### config.mk
export PLATFORM = sky130hd
export DESIGN_NAME = axis_tcp_tx
export DESIGN_NICKNAME = d
export VERILOG_FILES = /design/src/rtl/sitcp_pkg.sv /design/src/rtl/tcp_tx_fifo.sv /design/src/rtl/axis_tcp_tx.sv
export SDC_FILE = /design/constraint.sdc
export NUM_CORES = 1
export LEC_CHECK = 0
export BUFFER_PORTS_ARGS = -buffer_cell sky130_fd_sc_hd__buf_2
export CAP_MARGIN = 10
export CORE_ASPECT_RATIO = 0.8
export CORE_UTILIZATION = 60
export DETAILED_ROUTE_END_ITERATION = 8
export PLACE_DENSITY = 0.88
export SYNTH_ARGS = -nofsm -noshare
export SYNTH_HDL_FRONTEND = slang
export SYNTH_SLANG_ARGS = --single-unit
export TNS_END_PERCENT = 20
### constraint.sdc
create_clock -name clk -period 4.9 [get_ports clk]
set_input_delay 0.245 -clock clk [delete_from_list [all_inputs] [get_ports clk]]
set_output_delay 0.245 -clock clk [all_outputs]
set_load 0.02 [all_outputs]
### src/rtl/sitcp_pkg.sv
`default_nettype none
// ============================================================================
// Module  : sitcp_pkg
// Brief   : Shared constants and serializer state type for the SiTCP TX path.
// Revision: 1.0
// ============================================================================
package sitcp_pkg;

  localparam int TCP_BYTE_W     = 8;
  localparam int TCP_WORD_BYTES = 4;

  typedef enum logic [0:0] {
    ST_IDLE  = 1'b0,
    ST_SHIFT = 1'b1
  } tx_state_t;

endpackage
`default_nettype wire

### src/rtl/tcp_tx_fifo.sv
`default_nettype none
// ============================================================================
// Module  : tcp_tx_fifo
// Brief   : Single-clock word FIFO with flush, full/empty and fill level.
// Revision: 1.0
// ============================================================================
module tcp_tx_fifo #(
  parameter int DEPTH = 16,
  parameter int WIDTH = 36
) (
  input  logic                     clk,
  input  logic                     rst,
  input  logic                     i_flush,
  input  logic                     i_push,
  input  logic [WIDTH-1:0]         i_push_data,
  input  logic                     i_pop,
  output logic [WIDTH-1:0]         o_pop_data,
  output logic                     o_full,
  output logic                     o_empty,
  output logic [$clog2(DEPTH):0]   o_level
);

  localparam int AW = $clog2(DEPTH);
  // DEPTH is a power of two, so the full level is just the top level bit.
  localparam logic [AW:0] c_FULL_LEVEL = {1'b1, {AW{1'b0}}};

  logic [WIDTH-1:0] r_mem [DEPTH];
  logic [AW-1:0]    r_wr_ptr;
  logic [AW-1:0]    r_rd_ptr;
  logic [AW:0]      r_level;
  logic             w_push;
  logic             w_pop;

  assign o_full     = (r_level == c_FULL_LEVEL);
  assign o_empty    = (r_level == '0);
  assign o_level    = r_level;
  assign o_pop_data = r_mem[r_rd_ptr];
  assign w_push     = i_push & ~o_full;
  assign w_pop      = i_pop & ~o_empty;

  always_ff @(posedge clk or posedge rst) begin
    if (rst) begin
      r_wr_ptr <= '0;
      r_rd_ptr <= '0;
      r_level  <= '0;
    end else if (i_flush) begin
      r_wr_ptr <= '0;
      r_rd_ptr <= '0;
      r_level  <= '0;
    end else begin
      if (w_push) r_wr_ptr <= r_wr_ptr + 1'b1;
      if (w_pop)  r_rd_ptr <= r_rd_ptr + 1'b1;
      r_level <= r_level + {{AW{1'b0}}, w_push} - {{AW{1'b0}}, w_pop};
    end
  end

  always_ff @(posedge clk) begin
    if (w_push && !i_flush) r_mem[r_wr_ptr] <= i_push_data;
  end

endmodule
`default_nettype wire

### src/rtl/axis_tcp_tx.sv
`default_nettype none
// ============================================================================
// Module  : axis_tcp_tx
// Brief   : AXI-Stream 32-bit words to SiTCP TCP TX byte port serializer.
// Revision: 1.0
// ============================================================================
module axis_tcp_tx
  import sitcp_pkg::*;
#(
  parameter int FIFO_DEPTH = 16,
  parameter int MSB_FIRST  = 1
) (
  input  logic                          clk,
  input  logic                          rst,
  input  logic [31:0]                   s_axis_tdata,
  input  logic [3:0]                    s_axis_tkeep,
  input  logic                          s_axis_tvalid,
  output logic                          s_axis_tready,
  input  logic                          tcp_open_ack,
  input  logic                          tcp_tx_full,
  output logic                          tcp_tx_wr,
  output logic [7:0]                    tcp_txd,
  output logic [$clog2(FIFO_DEPTH):0]   fifo_level,
  output logic [31:0]                   byte_count,
  output logic [15:0]                   drop_count
);

  localparam int c_WORD_W  = TCP_BYTE_W * TCP_WORD_BYTES;
  localparam int c_ENTRY_W = c_WORD_W + TCP_WORD_BYTES;
  localparam logic [1:0] c_LAST_LANE = 2'(TCP_WORD_BYTES - 1);

  tx_state_t                   r_state;
  tx_state_t                   w_state_next;
  logic                        r_full_q;
  logic                        r_alive;
  logic [c_WORD_W-1:0]         r_shift_data;
  logic [TCP_WORD_BYTES-1:0]   r_shift_keep;
  logic [1:0]                  r_lane;
  logic [1:0]                  w_lane_sel;
  logic                        r_tx_wr;
  logic [TCP_BYTE_W-1:0]       r_txd;
  logic [31:0]                 r_byte_count;
  logic [15:0]                 r_drop_count;

  logic [c_ENTRY_W-1:0]        w_fifo_dout;
  logic                        w_fifo_full;
  logic                        w_fifo_empty;
  logic                        w_handshake;
  logic                        w_push;
  logic                        w_accept_drop;
  logic                        w_pop;
  logic                        w_slot;
  logic                        w_partial_drop;
  logic                        w_wr_next;
  logic [TCP_BYTE_W-1:0]       w_byte;
  logic [16:0]                 w_drop_inc;
  logic [16:0]                 w_drop_sum;

  // r_alive keeps tready low while in reset and for the first edge after.
  assign s_axis_tready = r_alive & (~tcp_open_ack | ~w_fifo_full);
  assign w_handshake   = s_axis_tvalid & s_axis_tready;
  assign w_push        = w_handshake & tcp_open_ack;
  assign w_accept_drop = w_handshake & ~tcp_open_ack;

  tcp_tx_fifo #(
    .DEPTH (FIFO_DEPTH),
    .WIDTH (c_ENTRY_W)
  ) u_fifo (
    .clk         (clk),
    .rst         (rst),
    .i_flush     (~tcp_open_ack),
    .i_push      (w_push),
    .i_push_data ({s_axis_tkeep, s_axis_tdata}),
    .i_pop       (w_pop),
    .o_pop_data  (w_fifo_dout),
    .o_full      (w_fifo_full),
    .o_empty     (w_fifo_empty),
    .o_level     (fifo_level)
  );

  generate
    if (MSB_FIRST != 0) begin : g_msb_first
      assign w_lane_sel = c_LAST_LANE - r_lane;
    end else begin : g_lsb_first
      assign w_lane_sel = r_lane;
    end
  endgenerate

  assign w_byte    = r_shift_data[w_lane_sel*TCP_BYTE_W +: TCP_BYTE_W];
  assign w_wr_next = w_slot & r_shift_keep[w_lane_sel];

  always_ff @(posedge clk or posedge rst) begin
    if (rst) r_state <= ST_IDLE;
    else     r_state <= w_state_next;
  end

  always_comb begin
    w_state_next   = r_state;
    w_pop          = 1'b0;
    w_slot         = 1'b0;
    w_partial_drop = 1'b0;
    case (r_state)
      ST_IDLE: begin
        if (tcp_open_ack && !w_fifo_empty) begin
          w_pop        = 1'b1;
          w_state_next = ST_SHIFT;
        end
      end
      ST_SHIFT: begin
        if (!tcp_open_ack) begin
          w_partial_drop = 1'b1;
          w_state_next   = ST_IDLE;
        end else if (!r_full_q) begin
          w_slot = 1'b1;
          // Chain straight into the next word so there is no gap between words.
          if (r_lane == c_LAST_LANE) begin
            if (!w_fifo_empty) w_pop = 1'b1;
            else               w_state_next = ST_IDLE;
          end
        end
      end
      default: w_state_next = ST_IDLE;
    endcase
  end

  // A close flushes everything queued, so the whole level counts as dropped.
  always_comb begin
    w_drop_inc = '0;
    if (!tcp_open_ack) w_drop_inc = 17'(fifo_level);
    w_drop_inc = w_drop_inc + 17'(w_partial_drop) + 17'(w_accept_drop);
    w_drop_sum = {1'b0, r_drop_count} + w_drop_inc;
  end

  always_ff @(posedge clk or posedge rst) begin
    if (rst) begin
      r_full_q     <= 1'b0;
      r_alive      <= 1'b0;
      r_shift_data <= '0;
      r_shift_keep <= '0;
      r_lane       <= '0;
      r_tx_wr      <= 1'b0;
      r_txd        <= '0;
      r_byte_count <= '0;
      r_drop_count <= '0;
    end else begin
      r_full_q <= tcp_tx_full;
      r_alive  <= 1'b1;
      r_tx_wr  <= w_wr_next;
      if (w_wr_next) begin
        r_txd        <= w_byte;
        r_byte_count <= r_byte_count + 32'd1;
      end
      if (w_pop) begin
        r_shift_data <= w_fifo_dout[c_WORD_W-1:0];
        r_shift_keep <= w_fifo_dout[c_ENTRY_W-1:c_WORD_W];
        r_lane       <= '0;
      end else if (w_slot) begin
        r_lane <= r_lane + 2'd1;
      end
      if (w_drop_sum[16]) r_drop_count <= 16'hFFFF;
      else                r_drop_count <= w_drop_sum[15:0];
    end
  end

  assign tcp_tx_wr  = r_tx_wr;
  assign tcp_txd    = r_txd;
  assign byte_count = r_byte_count;
  assign drop_count = r_drop_count;

endmodule
`default_nettype wire
==> results by group <==
Die
  • Core box area: 0.0436 mm²
  • Die area: 0.0456 mm²
  • Starting Density: 61.5%
  • IO Pins: 104
  • Chip Width: 238 µm
  • Die height: 191 µm
  • Row Count: 68

Synthesis
  • Yosys cell types: 57
  • Mapped cell area: 0.0268 mm²
  • Synth warn: 0
  • Fraction of registers with async set/reset: 16.2%
  • Syn_nets: 1406
  • Synth Area per Inst: 20.0 µm²
  • Main synth FF type: edfxtp_1
  • Syn Inst Count: 1339
  • Number of flops mapped to enable cells by yosys: 576
  • Synthesized flop and latch total: 687
  • Register area share after synthesis: 74.8%

Power
  • Leak: 10.2 nW
  • VDD IR max: 371 µV
  • PD cells: 464 mW/mm²
  • Final Power: 0.0141 W

Place
  • Routability congestion estimate: 0.828
  • Post-DP Area: 0.0281 mm²
  • DP Wirelength: 33000 µm
  • I/O Buffers: 103

CTS
  • Clock slew at reported path FFs: 0.07 ns
  • # hold bufs at CTS: 25
  • H-tree depth: 2
  • CTS Root Cell: clkbuf_16
  • TritonCTS Buffers: 61
  • # clock sinks: 687
  • CTS tree: done
  • Post-CTS Resized: 0
  • Clock buffer depth: 3
  • Skew-Pair Late Insertion Delay: 0.63 ns
  • Post-CTS setup buffers: 0

Worst setup path
  • Crit path required time: 5.34 ns
  • CP peak stage delay: 0.74 ns
  • Top cell by count, worst path: buf_4
  • Crit path kind: reg2reg
  • Worst r2r path cells: 8
  • Worst setup path start: r_lane[0]$_DFFE_PP0P_
  • Critical Path AT: 4.17 ns
  • Crit-path cells: ha_1, nand2b_1, a211oi_4, buf_4, nand2_1, buf_4, o22ai_1, a21oi_1
  • Setup crit end kind: flop
  • R2R Setup Slk: 1.17 ns
  • Worst Setup EP: r_shift_data[8]$_DFFE_PP0P_
  • Worst R2R End: r_shift_data[8]$_DFFE_PP0P_
  • CP startpoint kind: flop
  • Worst-path fanout max: 79
  • CP max stage cell: dfrtp_1
  • Reg2reg start: r_lane[0]$_DFFE_PP0P_

Layout
  • Nets@finish: 1557
  • Register area: 0.0201 mm²
  • Layout cells sized above 1: 28.9%
  • Multi-input gate area: 0.00643 mm²
  • Final instance area: 0.0304 mm²
  • Fillers: 2522
  • Syn-to-layout area delta: 13.2%

Timing
  • Setup_tns: 0 ns
  • Rel. slew slack: 12.7%
  • Final Max Slew Viols: 0
  • Fin. Hold Viols: 0
  • # setup viols final: 0
  • Worst slew pin tran: 1.31 ns
  • Min cycle time layout: 3.73 ns
  • RSZ-0062 raised after global routing: no
  • F_max: 268 MHz
  • Worst Skew: 0.0191 ns
  • Fin crit share: 76.1%

Route
  • DR vias/cell: 6.53
  • Post-Route WL: 59500 µm
  • DR WL/cell: 27.9 µm
  • Total vias in the final route: 13935
  • DRC viols: 0
  • Initial DRC count: 1407
  • Antenna viol nets, final: 0
  • Router iterations before antenna repair: 5

Global route
  • Total GRT Usage: 26.9%
  • First-pass GRT wire length: 89300 µm
  • Initial antenna violation count: 2
  • Total grt overflow: 0
  • Largest net degree at the start of global routing: 91
  • Vias in the first global route: 14220

Job
  • MaxCap Viol Count: 0

Outcome
  • Status: completed

Hold path
  • Min-Delay Path Class: in2reg
how the worst min path moves through the flow:
stage                     from                       endpoint  slack [ns]  cells after the start
6_report       s_axis_tdata[5]  u_fifo.r_mem[10][5]$_DFFE_PP_        0.01                      1
5_1_grt        s_axis_tdata[5]  u_fifo.r_mem[10][5]$_DFFE_PP_        0.01                      1
4_1_cts        s_axis_tkeep[3]  u_fifo.r_mem[0][35]$_DFFE_PP_     0.00005                      1
3_5_place_dp       tcp_tx_full             r_full_q$_DFF_PP0_        0.36                      1
3_3_place_gp       tcp_tx_full             r_full_q$_DFF_PP0_        0.35                      1
2_1_floorplan      tcp_tx_full             r_full_q$_DFF_PP0_        0.28                      0
sequential cells by signal, summed over array words and instances (netlist names):
register / count
u_fifo.r_rd_ptr: 4
tcp_tx_wr: 1
r_alive: 1
r_state: 1
drop_count: 16
u_fifo.o_level: 5
tcp_txd: 8
u_fifo.r_wr_ptr: 4
r_full_q: 1
r_lane: 2
r_shift_keep: 4
u_fifo.r_mem: 576
byte_count: 32
r_shift_data: 32
power by group:
| group | internal [W] | switching [W] | total [W] |
|---|---|---|---|
| registers | 0.00664 | 0.000357 | 0.00699 |
| clock network | 0.00279 | 0.00210 | 0.00489 |
| logic | 0.000935 | 0.00127 | 0.00220 |
cell type report:
cell class / instances / share of cell area (%)
Antenna cell: 1 / 0.00824
Clock buffer: 92 / 6.15
Clock inverter: 19 / 0.663
Inverter: 19 / 0.243
Multi-Input combinational cell: 571 / 21.2
Sequential cell: 687 / 66.1
Tap cell: 595 / 2.45
Timing Repair Buffer: 150 / 3.19
logic make-up (layout without fill, tap and decap cells):
group | after synthesis | in the layout | share of synthesized area (%)
other cells | 1 | 2 | 0.0140
compound gates | 143 | 143 | 3.17
mux | 200 | 200 | 14.8
fa+ha+maj | 26 | 26 | 1.30
buf+inv | 81 | 280 | 1.32
flops | 687 | 687 | 74.8
xor+xnor | 46 | 46 | 1.50
simple gates | 155 | 155 | 3.07
cells in the mapped netlist (4+ instances only):
library cell	n	share of area, %
a21o_1	4	0.11
nor3_1	7	0.13
inv_1	17	0.24
a21oi_1	52	0.97
nand3_1	8	0.15
a31oi_1	4	0.093
dfrtp_1	111	10
xor2_1	23	0.75
edfxtp_1	576	64
o22ai_1	72	1.7
nand4_1	12	0.28
nand2b_1	6	0.14
and3_1	9	0.21
clkbuf_1	25	0.35
mux2_2	40	1.7
mux4_2	153	13
and2_1	18	0.42
xnor2_1	23	0.75
mux2_1	6	0.25
nor2_1	31	0.43
buf_1	12	0.17
buf_2	20	0.37
ha_1	23	1.1
nand2_1	37	0.52
placed cells by master, fill, tap and decap left out, types with 19 or more instances in the layout:
master / count
dlygate4sd3_1: 25
edfxtp_1: 576
dfrtp_1: 108
buf_4: 19
mux2_2: 40
buf_2: 103
nand2_1: 37
nor2_1: 31
mux4_2: 153
clkbuf_16: 65
xnor2_1: 23
ha_1: 23
a21oi_1: 52
xor2_1: 23
o22ai_1: 72
per-layer routing:
layer	wire length, µm	up-vias	track usage [%]
li1	-	5757	-
met1	22900	7248	37.5
met2	30100	803	44.4
met3	4950	125	4.61
met4	1540	2	7.69
met5	15	-	0
through the flow:
step | util, % | hold WS [ns] | setup slack (ns) | instances
floorplan | - | 0.276 | 1.68 | 1339
global placement | 64.3 | 0.355 | 1.59 | 1997
detailed placement | 64.3 | 0.363 | 1.29 | 1997
CTS | 69.6 | 0.0000499 | 1.20 | 2133
global route | 69.6 | 0.00960 | 0.980 | 2133
finish | 69.6 | 0.0126 | 1.17 | 2134
worst max-delay path: cells and delay by family, from the launching register on:
kind	cells	cell delay, ns
DFF	1	0.74
buffers and inverters	2	1.10
and+or+nand+nor	2	0.80
adders and majority gates	1	0.28
AOI/OAI and AO/OA	3	0.58
No activity file was read; power rests on OpenSTA's default activity.
